<file path="src/rtl/multicycle_ctrl_v2.sv">
// Control FSM for the multicycle RV32I core: decodes the IR and sequences the shared datapath.
// Outputs are decoded combinationally from the state register (plus instr/zero/mem_ready).
//
// state    | meaning
// FETCH    | read instruction at PC, PC <= PC+4 when memory is ready
// DECODE   | ALUOut <= oldPC + imm (branch/jump target), choose instruction class
// MEMADDR  | ALUOut <= rs1 + imm (load/store address)
// MEMREAD  | read data memory, wait for ready
// MEMWB    | rd <= MDR
// MEMWRITE | write data memory, wait for ready
// EXEC_R   | ALUOut <= rs1 op rs2
// EXEC_I   | ALUOut <= rs1 op imm
// ALUWB    | rd <= ALUOut
// BRANCH   | compare rs1/rs2, PC <= ALUOut when taken
// JAL      | PC <= ALUOut, ALUOut <= oldPC + 4
// JALR     | ALUOut <= rs1 + imm, then reuse JAL
// LUI      | ALUOut <= imm
// AUIPC    | ALUOut <= oldPC + imm
// TRAP     | illegal instruction, held until reset
module multicycle_ctrl_v2 #(
    parameter logic MEM_HANDSHAKE   = 1'b1,
    parameter logic TRAP_ON_ILLEGAL = 1'b1,
    parameter logic EN_UPPER        = 1'b1
) (
    input  logic        clk,
    input  logic        resetn,
    input  logic [31:0] instr,
    input  logic        zero,
    input  logic        mem_ready,
    output logic        pcwrite,
    output logic        irwrite,
    output logic        adrsrc,
    output logic        memread,
    output logic        memwrite,
    output logic        regwrite,
    output logic        illegal,
    output logic [1:0]  resultsrc,
    output logic [1:0]  alusrca,
    output logic [1:0]  alusrcb,
    output logic [2:0]  immsrc,
    output logic [3:0]  aluctrl,
    output logic [3:0]  state_o
);

    typedef enum logic [3:0] {
        S_FETCH    = 4'd0,
        S_DECODE   = 4'd1,
        S_MEMADDR  = 4'd2,
        S_MEMREAD  = 4'd3,
        S_MEMWB    = 4'd4,
        S_MEMWRITE = 4'd5,
        S_EXEC_R   = 4'd6,
        S_EXEC_I   = 4'd7,
        S_ALUWB    = 4'd8,
        S_BRANCH   = 4'd9,
        S_JAL      = 4'd10,
        S_JALR     = 4'd11,
        S_LUI      = 4'd12,
        S_AUIPC    = 4'd13,
        S_TRAP     = 4'd14,
        S_SPARE    = 4'd15
    } state_t;

    localparam logic [6:0] OP_LOAD   = 7'b0000011;
    localparam logic [6:0] OP_STORE  = 7'b0100011;
    localparam logic [6:0] OP_R      = 7'b0110011;
    localparam logic [6:0] OP_I      = 7'b0010011;
    localparam logic [6:0] OP_BRANCH = 7'b1100011;
    localparam logic [6:0] OP_JAL    = 7'b1101111;
    localparam logic [6:0] OP_JALR   = 7'b1100111;
    localparam logic [6:0] OP_LUI    = 7'b0110111;
    localparam logic [6:0] OP_AUIPC  = 7'b0010111;
    localparam logic [6:0] OP_NULL   = 7'b0000000;
    localparam logic [6:0] OP_FENCE  = 7'b0001111;

    localparam logic [3:0] ALU_ADD  = 4'h0;
    localparam logic [3:0] ALU_SUB  = 4'h1;
    localparam logic [3:0] ALU_AND  = 4'h2;
    localparam logic [3:0] ALU_OR   = 4'h3;
    localparam logic [3:0] ALU_XOR  = 4'h4;
    localparam logic [3:0] ALU_SLT  = 4'h5;
    localparam logic [3:0] ALU_SLTU = 4'h6;
    localparam logic [3:0] ALU_SLL  = 4'h7;
    localparam logic [3:0] ALU_SRL  = 4'h8;
    localparam logic [3:0] ALU_SRA  = 4'h9;
    localparam logic [3:0] ALU_PASSB = 4'hA;

    localparam logic [2:0] IMM_I = 3'b000;
    localparam logic [2:0] IMM_S = 3'b001;
    localparam logic [2:0] IMM_B = 3'b010;
    localparam logic [2:0] IMM_J = 3'b011;
    localparam logic [2:0] IMM_U = 3'b100;

    state_t state_q, state_d, illegal_next;
    logic [6:0] opcode;
    logic [2:0] funct3;
    logic       funct7b5;
    logic       rdy;
    logic       unused_instr_bits;

    assign opcode            = instr[6:0];
    assign funct3            = instr[14:12];
    assign funct7b5          = instr[30];
    assign unused_instr_bits = ^{instr[31], instr[29:15], instr[11:7]};
    assign rdy               = MEM_HANDSHAKE ? mem_ready : 1'b1;
    assign illegal_next      = TRAP_ON_ILLEGAL ? S_TRAP : S_FETCH;
    assign state_o           = state_q;

    // funct7b5 selects sub only for register-register ops; shifts use it in both forms
    function automatic logic [3:0] alu_dec(input logic [2:0] f3, input logic b5, input logic is_r);
        case (f3)
            3'b000:  alu_dec = (is_r && b5) ? ALU_SUB : ALU_ADD;
            3'b001:  alu_dec = ALU_SLL;
            3'b010:  alu_dec = ALU_SLT;
            3'b011:  alu_dec = ALU_SLTU;
            3'b100:  alu_dec = ALU_XOR;
            3'b101:  alu_dec = b5 ? ALU_SRA : ALU_SRL;
            3'b110:  alu_dec = ALU_OR;
            default: alu_dec = ALU_AND;
        endcase
    endfunction

    always_ff @(posedge clk) begin
        if (!resetn) state_q <= S_FETCH;
        else         state_q <= state_d;
    end

    always_comb begin
        state_d   = S_FETCH;
        pcwrite   = 1'b0;
        irwrite   = 1'b0;
        adrsrc    = 1'b0;
        memread   = 1'b0;
        memwrite  = 1'b0;
        regwrite  = 1'b0;
        illegal   = 1'b0;
        resultsrc = 2'b00;
        alusrca   = 2'b00;
        alusrcb   = 2'b00;
        immsrc    = IMM_I;
        aluctrl   = ALU_ADD;
        case (state_q)
            S_FETCH: begin
                memread   = 1'b1;
                alusrcb   = 2'b10;
                resultsrc = 2'b10;
                irwrite   = rdy;
                pcwrite   = rdy;
                state_d   = rdy ? S_DECODE : S_FETCH;
            end
            S_DECODE: begin
                alusrca = 2'b01;
                alusrcb = 2'b01;
                if (opcode == OP_BRANCH)   immsrc = IMM_B;
                else if (opcode == OP_JAL) immsrc = IMM_J;
                case (opcode)
                    OP_LOAD, OP_STORE:  state_d = S_MEMADDR;
                    OP_R:               state_d = S_EXEC_R;
                    OP_I:               state_d = S_EXEC_I;
                    OP_BRANCH:          state_d = S_BRANCH;
                    OP_JAL:             state_d = S_JAL;
                    OP_JALR:            state_d = EN_UPPER ? S_JALR  : illegal_next;
                    OP_LUI:             state_d = EN_UPPER ? S_LUI   : illegal_next;
                    OP_AUIPC:           state_d = EN_UPPER ? S_AUIPC : illegal_next;
                    OP_NULL, OP_FENCE:  state_d = S_FETCH;
                    default:            state_d = illegal_next;
                endcase
            end
            S_MEMADDR: begin
                alusrca = 2'b10;
                alusrcb = 2'b01;
                immsrc  = (opcode == OP_STORE) ? IMM_S : IMM_I;
                state_d = (opcode == OP_STORE) ? S_MEMWRITE : S_MEMREAD;
            end
            S_MEMREAD: begin
                adrsrc  = 1'b1;
                memread = 1'b1;
                state_d = rdy ? S_MEMWB : S_MEMREAD;
            end
            S_MEMWB: begin
                resultsrc = 2'b01;
                regwrite  = 1'b1;
            end
            S_MEMWRITE: begin
                adrsrc   = 1'b1;
                memwrite = 1'b1;
                state_d  = rdy ? S_FETCH : S_MEMWRITE;
            end
            S_EXEC_R: begin
                alusrca = 2'b10;
                aluctrl = alu_dec(funct3, funct7b5, 1'b1);
                state_d = S_ALUWB;
            end
            S_EXEC_I: begin
                alusrca = 2'b10;
                alusrcb = 2'b01;
                aluctrl = alu_dec(funct3, funct7b5, 1'b0);
                state_d = S_ALUWB;
            end
            S_ALUWB: regwrite = 1'b1;
            S_BRANCH: begin
                alusrca = 2'b10;
                // slt/sltu yield 1 when "less than", so zero means the compare was false
                case (funct3)
                    3'b000: begin aluctrl = ALU_SUB;  pcwrite = zero;  end
                    3'b001: begin aluctrl = ALU_SUB;  pcwrite = !zero; end
                    3'b100: begin aluctrl = ALU_SLT;  pcwrite = !zero; end
                    3'b101: begin aluctrl = ALU_SLT;  pcwrite = zero;  end
                    3'b110: begin aluctrl = ALU_SLTU; pcwrite = !zero; end
                    3'b111: begin aluctrl = ALU_SLTU; pcwrite = zero;  end
                    default: state_d = illegal_next;
                endcase
            end
            S_JAL: begin
                alusrca = 2'b01;
                alusrcb = 2'b10;
                pcwrite = 1'b1;
                state_d = S_ALUWB;
            end
            S_JALR: begin
                alusrca = 2'b10;
                alusrcb = 2'b01;
                state_d = S_JAL;
            end
            S_LUI: begin
                alusrcb = 2'b01;
                immsrc  = IMM_U;
                aluctrl = ALU_PASSB;
                state_d = S_ALUWB;
            end
            S_AUIPC: begin
                alusrca = 2'b01;
                alusrcb = 2'b01;
                immsrc  = IMM_U;
                state_d = S_ALUWB;
            end
            S_TRAP: begin
                illegal = 1'b1;
                state_d = S_TRAP;
            end
            default: state_d = S_FETCH;
        endcase
        // a reset during a memory wait must not leave a strobe or write enable asserted
        if (!resetn) begin
            pcwrite  = 1'b0;
            irwrite  = 1'b0;
            regwrite = 1'b0;
            memread  = 1'b0;
            memwrite = 1'b0;
            illegal  = 1'b0;
        end
    end

endmodule

</file>
<file path="config.mk">
export PLATFORM = sky130hd
export DESIGN_NAME = multicycle_ctrl_v2
export DESIGN_NICKNAME = d
export VERILOG_FILES = /design/src/rtl/multicycle_ctrl_v2.sv
export SDC_FILE = /design/constraint.sdc
export NUM_CORES = 1
export LEC_CHECK = 0
export ABC_AREA = 1
export CORE_ASPECT_RATIO = 0.9
export CORE_MARGIN = 4
export CORE_UTILIZATION = 32
export CTS_CLUSTER_SIZE = 25
export DETAILED_ROUTE_END_ITERATION = 6
export MAX_ROUTING_LAYER = met4
export PLACE_DENSITY = 0.79
export SLEW_MARGIN = 30
export SYNTH_ARGS = -nofsm -noshare
export SYNTH_HDL_FRONTEND = slang
export SYNTH_SLANG_ARGS = --single-unit
</file>
<file path="constraint.sdc">
create_clock -name clk -period 1.45 [get_ports clk]
set_input_delay 0.145 -clock clk [delete_from_list [all_inputs] [get_ports clk]]
set_output_delay 0.145 -clock clk [all_outputs]
set_load 0.005 [all_outputs]
</file>
; ---- After elaboration in Yosys (flattened, before gate mapping)
; Index checks and enable logic that the tools add are counted.
[classes]
eq_ne = 31
n_mux = 34
n_reduce_logical = 21
[op_table]
columns = operator, n
row1 = 4-bit case mux with 9 select lines, 2
row2 = 4-bit case mux with 7 select lines, 2
row3 = "4-bit equality test, second input constant", 7
row4 = "7-bit by 6-bit equality test with 1-bit output, second input constant", 3
row5 = "7-bit equality test, second input constant", 3
row6 = 2-bit OR reduction, 10
row7 = 3-bit case mux with 3 select lines, 2
row8 = "4-bit by 3-bit equality test with 1-bit output, second input constant", 4
row9 = 1-bit two-way mux, 16
row10 = 4-bit case mux with 4 select lines, 1
row11 = "7-bit by 5-bit equality test with 1-bit output, second input constant", 2
row12 = "3-bit equality test, second input constant", 4
row13 = 2-bit case mux with 2 select lines, 3
row14 = 6-bit OR reduction, 2
row15 = 5-bit OR reduction, 2
row16 = 3-bit two-way mux, 3
row17 = 3-bit OR reduction, 3
row18 = "4-bit by 2-bit equality test with 1-bit output, second input constant", 2
row19 = "7-bit by 2-bit equality test with 1-bit output, second input constant", 1
row20 = "7-bit by 4-bit equality test with 1-bit output, second input constant", 1
row21 = 7-bit zero test, 1
row22 = "3-bit by 2-bit equality test with 1-bit output, second input constant", 2
row23 = "4-bit by 1-bit equality test with 1-bit output, second input constant", 1
row24 = 4-bit zero test, 1
row25 = other kinds (7), 8
[word_totals]
wordCells = 87
output_inout_bits = 24
reg_bits = 4
input_bits = 36

; ---- Logic depth before layout (Yosys ltp)
[depth]
word_depth = 5
ltp_mapped = 10
mapped_depth_nobuf = 10

; ---- Worst setup path after synthesis
; No wires, ideal clock.
[synth_timing]
kind = register to output
from = reg state_q[2], in the netlist state_o[2]
to = out aluctrl[2]
slack_ns = 0.168
stages_incl_launch_ff = 7
t_arrival_ns = 1.137
t_required_ns = 1.305
path_buffers = 0
path_cell_list = dfxtp_1 > inv_1 > nor2_2 > inv_1 > nor2_1 > inv_1 > o32ai_1
[synth_between]
elab_chain_cells = 2
elab_cells_between_ends = 5
classes_between = eq/ne: 4 / mux: 1
[synth_lines]
columns = item, line_no
row1 = start: declaration, 94  ; state_t state_q, state_d, illegal_next;
row2 = start signal: assignment, 125  ; else state_q <= state_d;
row3 = 4-bit equality test / 4-bit by 3-bit equality test with 1-bit output (equally long branches), 142  ; case (state_q)
row4 = 4-bit case mux with 4 select lines *, 142
row5 = end: declaration, 41  ; output logic [3:0] aluctrl,
; Every way passes the cells marked *; elsewhere a longest branch is shown, timed or not.

; ---- Worst setup path in the final report
[layout_timing]
from = reg state_q[1], in the netlist state_o[1]
to = out aluctrl[1]
; The elaborated chain is that of the path after synthesis.

==> flow_summary.ini <==
[yosys]
synthDistinctLibCells = 25
ys.warnings.count = 0
ys_seq_elements = 4
synthesis.area_um2 = 732
ys_seq_area_share_pct = 10.9
synth_nets = 180
synthCells = 144
syn_area_per_cell_um2 = 5.08

[placement]
placed_cells = 253
hpwl_um = 2680
gp_congestion = 0.945
io_buffers = 38

[critical_path]
r2r_start = state_o[1]
cp_slowest_stage_delay_ns = 0.36
crit_type = reg -> out
reg2reg_depth = 6
start_kind = register
required_ns = 1.31
crit_arrival_ns = 1.39
endpoint_kind = primary output
critPathMaxFanout = 4
crit_slowest_cell = dfxtp_4
cp-startpoint = state_o[1]
worstPathCellList = inv_6 -> nand2_4 -> nor2_4 -> inv_2 -> o311ai_2 -> buf_2

[clocking]
root_buffer = clkbuf_4
cts_tree = yes
cts.sinks = 4
worstSkewPairLatency_ns = 0.23
cts_made_buffers = 3
h-tree-depth = 1
max-clock-path-buffers = 2
cts_hold_buf = 0
clk_pin_slew_worst_paths_ns = 0.04

[timing]
slew_headroom_pct = 79.2
fin_ws_ns = -0.0864
drv_slew = 0
max_freq_mhz = 651
rsz0062_at_grt = true
min_period_ns = 1.54
fin_skew_ns = 0.000946
setup_viol = 6
finalHoldViolCount = 0
worst_pin_slew_ns = 0.311
finalCritPeriodShare_pct = 106

[floorplan]
die_h_um = 53.4
die_area_um2 = 3120
ios = 60
coreArea_um2 = 2180
die_x_um = 58.4
start_util_pct = 33.5
num_rows = 16

[layout]
largest_reg_flops = 4
layout_commonest_cell = buf_4
fin_util_pct = 79.0
drive_gt1_share_pct = 55.6
areaGrowthSynthToFinish_pct = 136
layout_common_cells = buf_4, nand2_1, nor2_1
diodes = 0
final_cells = 266
fin_nets = 277

[global_route]
grt_max_degree = 8
grt_pass1_wl_um = 5620
grt_overflow = 0
grt_pass1_vias = 1343
track_usage_pct = 23.2
antenna_found_initial = 0

[worst_hold_path]
hp-start = instr[1]
worstHoldPathCells = 7
hold_path_class = in -> reg

[drt]
num_vias = 1416
firstDrtPassIters = 4
routedWlPerCell_um = 15.1
first_iter_violations = 62
routed_wl_um = 4010
ant_nets = 0
drc = 0
vias_per_cell = 5.32

[pwr]
p_per_area_nw_per_um2 = 1250
total_leakage_power_nw = 0.900
ir_drop_mv = 1.18

[outcome]
run_status = finished with violations
violations = setup timing

[job]
maxCapViolCount = 0
## timing repair
action / 4_1_cts / 5_1_grt
cloned: 0 / 0
pin swaps: 13 / 17
endpoints found under the setup margin: 21 / 23
setup buffers: 10 / 1
gates resized for setup: 109 / 51
## stage by stage
stage / worst slack [ns] / power, W / hold WS (ns) / area (um2) / TNS [ns]
after floorplan: 0.168 / 0.000698 / 0.352 / 732 / 0
after global placement: -0.465 / 0.00155 / 0.692 / 1480 / -5.12
after detailed placement: -0.532 / 0.00159 / 0.701 / 1480 / -6.14
after CTS: -0.0721 / 0.00188 / 0.631 / 1570 / -0.239
after global routing: -0.134 / 0.00230 / 0.579 / 1720 / -0.796
final: -0.0864 / 0.00215 / 0.544 / 1720 / -0.264
## final cells by class
class | instances | area (um2)
clock buffers | 3 | 22.5
well taps | 27 | 33.8
fillers | 137 | 458
repair buffers | 92 | 719
flip-flops and latches | 4 | 92.6
inverters | 28 | 119
multi-input cells | 112 | 737
## worst paths after layout
check	endpoint	slack (ns)
worst min-delay path	state_o[3]	0.54
worst max register to register	state_o[1]	0
worst min register to register	state_o[3]	0.77
worst max-delay path	aluctrl[1]	-0.09
## power by group
group | switching [W] | leakage, nW | total, W | internal, W
combinational | 0.000878 | 0.851 | 0.00177 | 0.000893
sequential | 0.0000789 | 0.0353 | 0.000249 | 0.000170
clock | 0.0000408 | 0.0138 | 0.000133 | 0.0000923
total | 0.000998 | 0.900 | 0.00215 | 0.00116
## cell families (layout without fill, tap and decap cells)
logic type,Yosys count,count (layout),synth area share [%]
compound gates,23,23,21.0
simple gates,89,89,53.7
buf+inv,28,123,14.4
flops,4,4,10.9
## Yosys cell counts
master	number	share of area [%]
nand2_1	42	22
nor2_1	29	15
inv_1	24	12
a21oi_1	6	4.1
nand3_1	5	3.4
dfxtp_1	4	11
o211ai_1	4	4.1
inv_2	3	1.5
nand4_1	3	2.6
nor2_2	3	2.6
nor3_1	3	2.1
o21ai_0	3	2.1
a31oi_1	2	1.7
nor2_4	2	3.1
a211oi_1	1	1.0
a21boi_0	1	1.0
a21oi_2	1	1.2
a31o_1	1	1.2
clkinv_1	1	0.51
nor3_2	1	1.4
nor3_4	1	2.2
o221ai_1	1	1.2
o311ai_1	1	1.2
o31ai_1	1	1.0
o32ai_1	1	1.2
## layer usage
metal  part of all wire (%)  track usage (%)  up-vias  routed length, um
li1                       -                -      658                  -
met5                      0                -        -                  0
met1                     36             26.3      654               1430
met3                    7.2             2.44       25                290
met4                    4.8             9.65        0                193
met2                     52             41.6       79               2090
## critical path: cells and delay by family, from the launching register on
kind | cells | cell delay, ns
flops | 1 | 0.36
buf+inv | 3 | 0.32
simple gates | 2 | 0.22
compound gates | 1 | 0.26
Power figures use the tool's default switching activity.
